<file path="src/rtl/frame_feeder_pkg.sv">
// Shared types and defaults for the frame feeder: FSM state encoding,
// default widths and the counter width helper.
package frame_feeder_pkg;

    typedef enum logic [1:0] {
        FILL     = 2'd0,
        SEND_LEN = 2'd1,
        STREAM   = 2'd2
    } state_t;

    localparam int FF_DATA_W = 8;
    localparam int FF_DEPTH  = 16;
    localparam int FF_LEN_W  = 8;

    // count must hold 0..DEPTH, one more value than a buffer index
    function automatic int cnt_w(input int depth);
        return $clog2(depth + 1);
    endfunction

endpackage

</file>
<file path="src/rtl/frame_feeder_if.sv">
// Source stream plus the accumulator's len/din methods; master is the
// feeder, slave is whatever sits on the other side of it.
interface frame_feeder_if
    import frame_feeder_pkg::*;
#(
    parameter int DATA_W = FF_DATA_W,
    parameter int LEN_W  = FF_LEN_W
);
    logic [DATA_W-1:0] s_value;
    logic              s_last;
    logic              s_en;
    logic              s_rdy;
    logic [LEN_W-1:0]  len_value;
    logic              len_en;
    logic              len_rdy;
    logic [DATA_W-1:0] din_value;
    logic              din_en;
    logic              din_rdy;

    modport master (
        input  s_value, s_last, s_en, len_rdy, din_rdy,
        output s_rdy, len_value, len_en, din_value, din_en
    );

    modport slave (
        output s_value, s_last, s_en, len_rdy, din_rdy,
        input  s_rdy, len_value, len_en, din_value, din_en
    );

endinterface

</file>
<file path="src/rtl/frame_feeder_buf.sv">
// Frame storage: synchronous write, combinational read, contents never reset.
module frame_buf
    import frame_feeder_pkg::*;
#(
    parameter int DATA_W = FF_DATA_W,
    parameter int DEPTH  = FF_DEPTH,
    localparam int AW    = (DEPTH > 1) ? $clog2(DEPTH) : 1
) (
    input  logic              CLK,
    input  logic              we,
    input  logic [AW-1:0]     waddr,
    input  logic [DATA_W-1:0] wdata,
    input  logic [AW-1:0]     raddr,
    output logic [DATA_W-1:0] rdata
);

    logic [DATA_W-1:0] mem [DEPTH];

    always_ff @(posedge CLK) begin
        if (we) begin
            mem[waddr] <= wdata;
        end
    end

    assign rdata = mem[raddr];

endmodule

</file>
<file path="src/rtl/frame_feeder.sv">
// Buffers one source frame, then hands its length and bytes to the
// accumulator; len and din strobes are mutually exclusive by state.
module frame_feeder
    import frame_feeder_pkg::*;
#(
    parameter int DATA_W = FF_DATA_W,
    parameter int DEPTH  = FF_DEPTH,
    parameter int LEN_W  = FF_LEN_W,
    parameter int CNT_W  = 16
) (
    input  logic             CLK,
    input  logic             RST,
    frame_feeder_if.master   bus,
    output logic             busy,
    output logic [CNT_W-1:0] frames_sent,
    output logic             err_oversize
);

    localparam int CW = cnt_w(DEPTH);
    localparam int AW = (DEPTH > 1) ? $clog2(DEPTH) : 1;

    state_t            state;
    logic [CW-1:0]     count;
    logic [CW-1:0]     rd_ptr;
    logic [LEN_W-1:0]  len_reg;
    logic              s_take;
    logic              len_fire;
    logic              din_fire;
    logic              full_byte;
    logic              last_din;
    logic [DATA_W-1:0] rd_data;

    // s_en outside FILL never reaches the buffer or the counter
    assign bus.s_rdy   = (state == FILL);
    assign s_take      = bus.s_en && bus.s_rdy;
    assign len_fire    = (state == SEND_LEN) && bus.len_rdy;
    assign din_fire    = (state == STREAM) && bus.din_rdy;

    assign bus.len_en    = len_fire;
    assign bus.din_en    = din_fire;
    assign bus.len_value = len_reg;
    assign bus.din_value = rd_data;

    assign full_byte = (count == CW'(DEPTH - 1));
    assign last_din  = (LEN_W'(rd_ptr) == len_reg - LEN_W'(1));
    assign busy      = (state != FILL) || (count != '0);

    frame_buf #(
        .DATA_W (DATA_W),
        .DEPTH  (DEPTH)
    ) u_buf (
        .CLK   (CLK),
        .we    (s_take),
        .waddr (count[AW-1:0]),
        .wdata (bus.s_value),
        .raddr (rd_ptr[AW-1:0]),
        .rdata (rd_data)
    );

    always_ff @(posedge CLK or posedge RST) begin
        if (RST) begin
            state        <= FILL;
            count        <= '0;
            rd_ptr       <= '0;
            len_reg      <= '0;
            frames_sent  <= '0;
            err_oversize <= 1'b0;
        end else begin
            case (state)
                FILL: begin
                    if (s_take) begin
                        count <= count + CW'(1);
                        // a full buffer closes the frame; the rest becomes the next one
                        if (bus.s_last || full_byte) begin
                            state   <= SEND_LEN;
                            len_reg <= LEN_W'(count) + LEN_W'(1);
                            if (!bus.s_last) begin
                                err_oversize <= 1'b1;
                            end
                        end
                    end
                end
                SEND_LEN: begin
                    if (len_fire) begin
                        state  <= STREAM;
                        rd_ptr <= '0;
                    end
                end
                STREAM: begin
                    if (din_fire) begin
                        if (last_din) begin
                            state       <= FILL;
                            count       <= '0;
                            frames_sent <= frames_sent + CNT_W'(1);
                        end else begin
                            rd_ptr <= rd_ptr + CW'(1);
                        end
                    end
                end
                default: state <= FILL;
            endcase
        end
    end

endmodule

</file>
<file path="src/flat_wrapper.sv">
// flat-port wrapper written by rule: the top's interface ports become plain ports
module frame_feeder_flat import frame_feeder_pkg::*;
#(
    parameter int DATA_W = FF_DATA_W,
    parameter int DEPTH  = FF_DEPTH,
    parameter int LEN_W  = FF_LEN_W,
    parameter int CNT_W  = 16
)
  (CLK, RST, busy, frames_sent, err_oversize, bus_s_value, bus_s_last, bus_s_en, bus_len_rdy, bus_din_rdy, bus_s_rdy, bus_len_value, bus_len_en, bus_din_value, bus_din_en);
  frame_feeder_if #(.DATA_W(DATA_W), .LEN_W(LEN_W)) bus_i ();
  input  logic CLK;
  input  logic RST;
  output logic busy;
  output logic [CNT_W-1:0] frames_sent;
  output logic err_oversize;
  input wire logic [$bits(bus_i.s_value)-1:0] bus_s_value;
  input wire logic [$bits(bus_i.s_last)-1:0] bus_s_last;
  input wire logic [$bits(bus_i.s_en)-1:0] bus_s_en;
  input wire logic [$bits(bus_i.len_rdy)-1:0] bus_len_rdy;
  input wire logic [$bits(bus_i.din_rdy)-1:0] bus_din_rdy;
  output wire logic [$bits(bus_i.s_rdy)-1:0] bus_s_rdy;
  output wire logic [$bits(bus_i.len_value)-1:0] bus_len_value;
  output wire logic [$bits(bus_i.len_en)-1:0] bus_len_en;
  output wire logic [$bits(bus_i.din_value)-1:0] bus_din_value;
  output wire logic [$bits(bus_i.din_en)-1:0] bus_din_en;
  assign bus_i.s_value = bus_s_value;
  assign bus_i.s_last = bus_s_last;
  assign bus_i.s_en = bus_s_en;
  assign bus_i.len_rdy = bus_len_rdy;
  assign bus_i.din_rdy = bus_din_rdy;
  assign bus_s_rdy = bus_i.s_rdy;
  assign bus_len_value = bus_i.len_value;
  assign bus_len_en = bus_i.len_en;
  assign bus_din_value = bus_i.din_value;
  assign bus_din_en = bus_i.din_en;
  frame_feeder #(.DATA_W(DATA_W), .DEPTH(DEPTH), .LEN_W(LEN_W), .CNT_W(CNT_W)) u_core (.CLK(CLK), .RST(RST), .bus(bus_i), .busy(busy), .frames_sent(frames_sent), .err_oversize(err_oversize));
endmodule
</file>
<file path="config.mk">
export PLATFORM = sky130hd
export DESIGN_NAME = frame_feeder_flat
export DESIGN_NICKNAME = d
export VERILOG_FILES = /design/src/rtl/frame_feeder_pkg.sv /design/src/rtl/frame_feeder_if.sv /design/src/rtl/frame_feeder_buf.sv /design/src/rtl/frame_feeder.sv /design/src/flat_wrapper.sv
export SDC_FILE = /design/constraint.sdc
export NUM_CORES = 1
export LEC_CHECK = 0
export ABC_AREA = 1
export BUFFER_PORTS_ARGS = -buffer_cell sky130_fd_sc_hd__buf_2
export CAP_MARGIN = 10
export CORE_ASPECT_RATIO = 0.75
export CORE_MARGIN = 4
export CORE_UTILIZATION = 40
export CTS_CLUSTER_DIAMETER = 40
export CTS_CLUSTER_SIZE = 24
export DETAILED_ROUTE_END_ITERATION = 12
export GPL_TIMING_DRIVEN = 0
export PLACE_DENSITY = 0.61
export SLEW_MARGIN = 15
export SYNTH_ARGS = -nofsm -noshare
export SYNTH_HDL_FRONTEND = slang
export SYNTH_SLANG_ARGS = --single-unit
</file>
<file path="constraint.sdc">
create_clock -name CLK -period 2.65 [get_ports CLK]
set_input_delay 0.53 -clock CLK [delete_from_list [all_inputs] [get_ports CLK]]
set_output_delay 0.53 -clock CLK [all_outputs]
set_load 0.01 [all_outputs]
</file>
==> metrics <==
outcome completed; CP Capture Type output pin; worst min path class input port to async pin; CTS tree built; clk slew on worst S/H paths approximately 0.060 ns; synthesized netlist cell count approximately 660; VDD IR-drop max 0.558 mV; final wirelength 17900 µm; reg-to-reg startpoint u_core.state[0]; Setup TNS Final 0 ns; CTS Buf Count 17; Worst setup SP type register; routed wire length per instance approximately 18 µm; Design Power 0.00793 W; post-synthesis register bit count 163; Slew Limit Headroom 0.426; first-pass GRT wire length 27700 µm; top-area cell type share of the netlist area 0.534; Root Buffer clkbuf_16; main area contributors after synthesis edfxtp_1, dfrtp_1, nand2_1; Remaining DRCs 0; # rows 42; vias in the first global route between 5000 and 6000; sequential cell area fraction in the yosys report 0.655; DRT iter0 DRCs 454; fmax roughly 0.39 GHz; Final #Nets ~750; Post-Place Cells 949; H-tree levels 4; PD cells about 940 nW/µm²; via/cell ratio 5.29; Area growth, synth to finish 17.6%; Die Ht ~120 µm; P_leak 3.17 nW; r2r setup slk 0.42 ns; final setup fails 0; Detail Route Antenna Nets 0; Initial Utilization 0.408; initial antenna violation count 0; largest net degree at the start of global routing 36; core area 17700 µm²; Worst Path Required 2.12 ns; via count 5197; die area 20200 µm²; Non-Filler Instances 982; critical-path maximum fanout 10; crit path cell chain inv_2 -> buf_6 -> clkbuf_8 -> o21ai_0 -> o22ai_1 -> nand2_1 -> nand3_2 -> buf_2; total global routing overflow 0; Cell Area, Synth just over 7000 µm²; Max Transition Viols Final 0; port bufs 48; layout cells sized above 1 0.196; Initial DRT Pass Iterations 5; Clk Latency, worst-skew pair 0.43 ns; Worst Reg-to-Reg Cells 5; CP Class register to output pin; Sink Count 163; gpl congestion 0.863; total track usage 0.178; Synth warnings 0; Largest stage delay, worst path between 0.4 and 0.5 ns; Top Ports just over 50; CTS max path bufs 2; Final period util 0.975; unique cell type count in the Yosys netlist 36; post-route minimum period 2.58 ns; die width ~160 µm; R2R Path End u_core.u_buf.mem[1][6]; Hold WS 0.247 ns; Arr. time, crit path 2.05 ns; slowest cell on the critical path dfrtp_2; DP HPWL 12400 µm; clock skew 0.00937 ns; Synth area leader edfxtp_1; endpoints failing hold 0; max_cap viols 0; worst-margin pin slew 0.858 ns; # diodes 0; Syn Area/Cell 10.9 µm²
## critical path: cells and delay by family (launching register included)
family	cells	cell delay [ns]
flip-flops	1	0.46
AO/OA/AOI/OAI	2	0.29
buffers and inverters	4	0.57
AND/OR/NAND/NOR	2	0.30
## placed cells by master (no fill, tap or decap), drive strengths merged
| cell | count |
|---|---|
| o22ai | 18 |
| a31o | 1 |
| clkinv | 9 |
| xor2 | 6 |
| o41ai | 1 |
| nor2 | 106 |
| nand3b | 4 |
| nand3 | 37 |
| clkbuf | 33 |
| nand4 | 5 |
| nand2 | 109 |
| clkinvlp | 3 |
| nor3 | 9 |
| inv | 41 |
| ha | 8 |
| a21oi | 3 |
| o21ai | 84 |
| dfrtp | 35 |
| bufinv | 3 |
| edfxtp | 128 |
| conb | 2 |
| xnor2 | 13 |
| o221ai | 14 |
| or2 | 4 |
| o211ai | 2 |
| buf | 62 |
## registers in the layout, indices dropped and copies added (netlist names)
| register | flops |
|---|---|
| u_core.err_oversize | 1 |
| u_core.state | 2 |
| u_core.rd_ptr | 5 |
| u_core.frames_sent | 16 |
| u_core.u_buf.mem | 128 |
| u_core.bus.len_value | 6 |
| u_core.count | 5 |
## kinds of logic after synthesis
kind of cell,share of synthesized area
AND/OR/NAND/NOR,0.163
AO/OA/AOI/OAI,0.104
XOR/XNOR,0.0231
buffers and inverters,0.0403
flip-flops,0.655
other,0.000521
adder cells (fa/ha/maj),0.0139
## worst max-delay path by stage
stage          depth (start not counted)                to             start  slack (ns)
2_1_floorplan                          7  bus_din_value[0]  u_core.rd_ptr[0]        0.77
5_1_grt                                8  bus_din_value[5]  u_core.rd_ptr[0]       -0.02
3_5_place_dp                           8  bus_din_value[4]  u_core.rd_ptr[0]       -0.03
6_report                               8  bus_din_value[4]  u_core.rd_ptr[0]        0.07
3_3_place_gp                           8  bus_din_value[3]  u_core.rd_ptr[0]       -0.01
4_1_cts                                7  bus_din_value[3]  u_core.rd_ptr[0]        0.02
## area by class of cell
| class | instances | area (µm²) |
|---|---|---|
| fill | 1616 | 9180 |
| sequential | 163 | 4720 |
| multi-input combinational | 426 | 2230 |
| clock buffer | 18 | 429 |
| tap | 242 | 303 |
| timing repair buffer | 50 | 255 |
| buffer | 27 | 208 |
| clock inverter | 14 | 161 |
| inverter | 42 | 161 |
## what timing repair did
item | 4_1_cts | 5_1_grt
hold buffers | 0 | 0
pin swaps | 1 | 2
buffers inserted | 0 | 2
gates cloned | 0 | 0
setup endpoints to repair | 8 | 7
gates resized for setup | 32 | 21
## where the power goes
| group | switching, W | internal [W] |
|---|---|---|
| combinational | 0.00155 | 0.000787 |
| clock | 0.000997 | 0.00147 |
| sequential | 0.000156 | 0.00297 |
| total | 0.00270 | 0.00523 |
## per-stage QoR
| stage | util | setup WS, ns | instance area (µm²) |
|---|---|---|---|
| 4_1_cts | 0.477 | 0.0193 | 8420 |
| 3_3_place_gp | 0.439 | -0.0113 | 7750 |
| 2_1_floorplan | - | 0.774 | 7210 |
| 6_report | 0.480 | 0.0661 | 8470 |
| 3_5_place_dp | 0.440 | -0.0317 | 7770 |
| 5_1_grt | 0.480 | -0.0156 | 8470 |
## layer usage
layer,vias to the layer above,GRT usage,routed length (µm)
li1,2434,-,-
met1,2560,0.272,8540
met2,185,0.250,7840
met3,18,0.0388,1280
met4,0,0.0616,229
met5,-,0,0
## synth_stat cells, drive strengths merged
cell    instances
or2             4
nand3          37
nand3b          4
xnor2          13
nor3            9
buf             8
nand4           5
a31o            1
a21oi           3
o21ai          84
inv            40
xor2            6
o221ai         14
o22ai          18
ha              8
conb            1
dfrtp          35
o41ai           1
o211ai          2
clkinv          2
edfxtp        128
clkbuf         20
nand2         109
nor2          106
No activity file was read; power rests on OpenSTA's default activity.
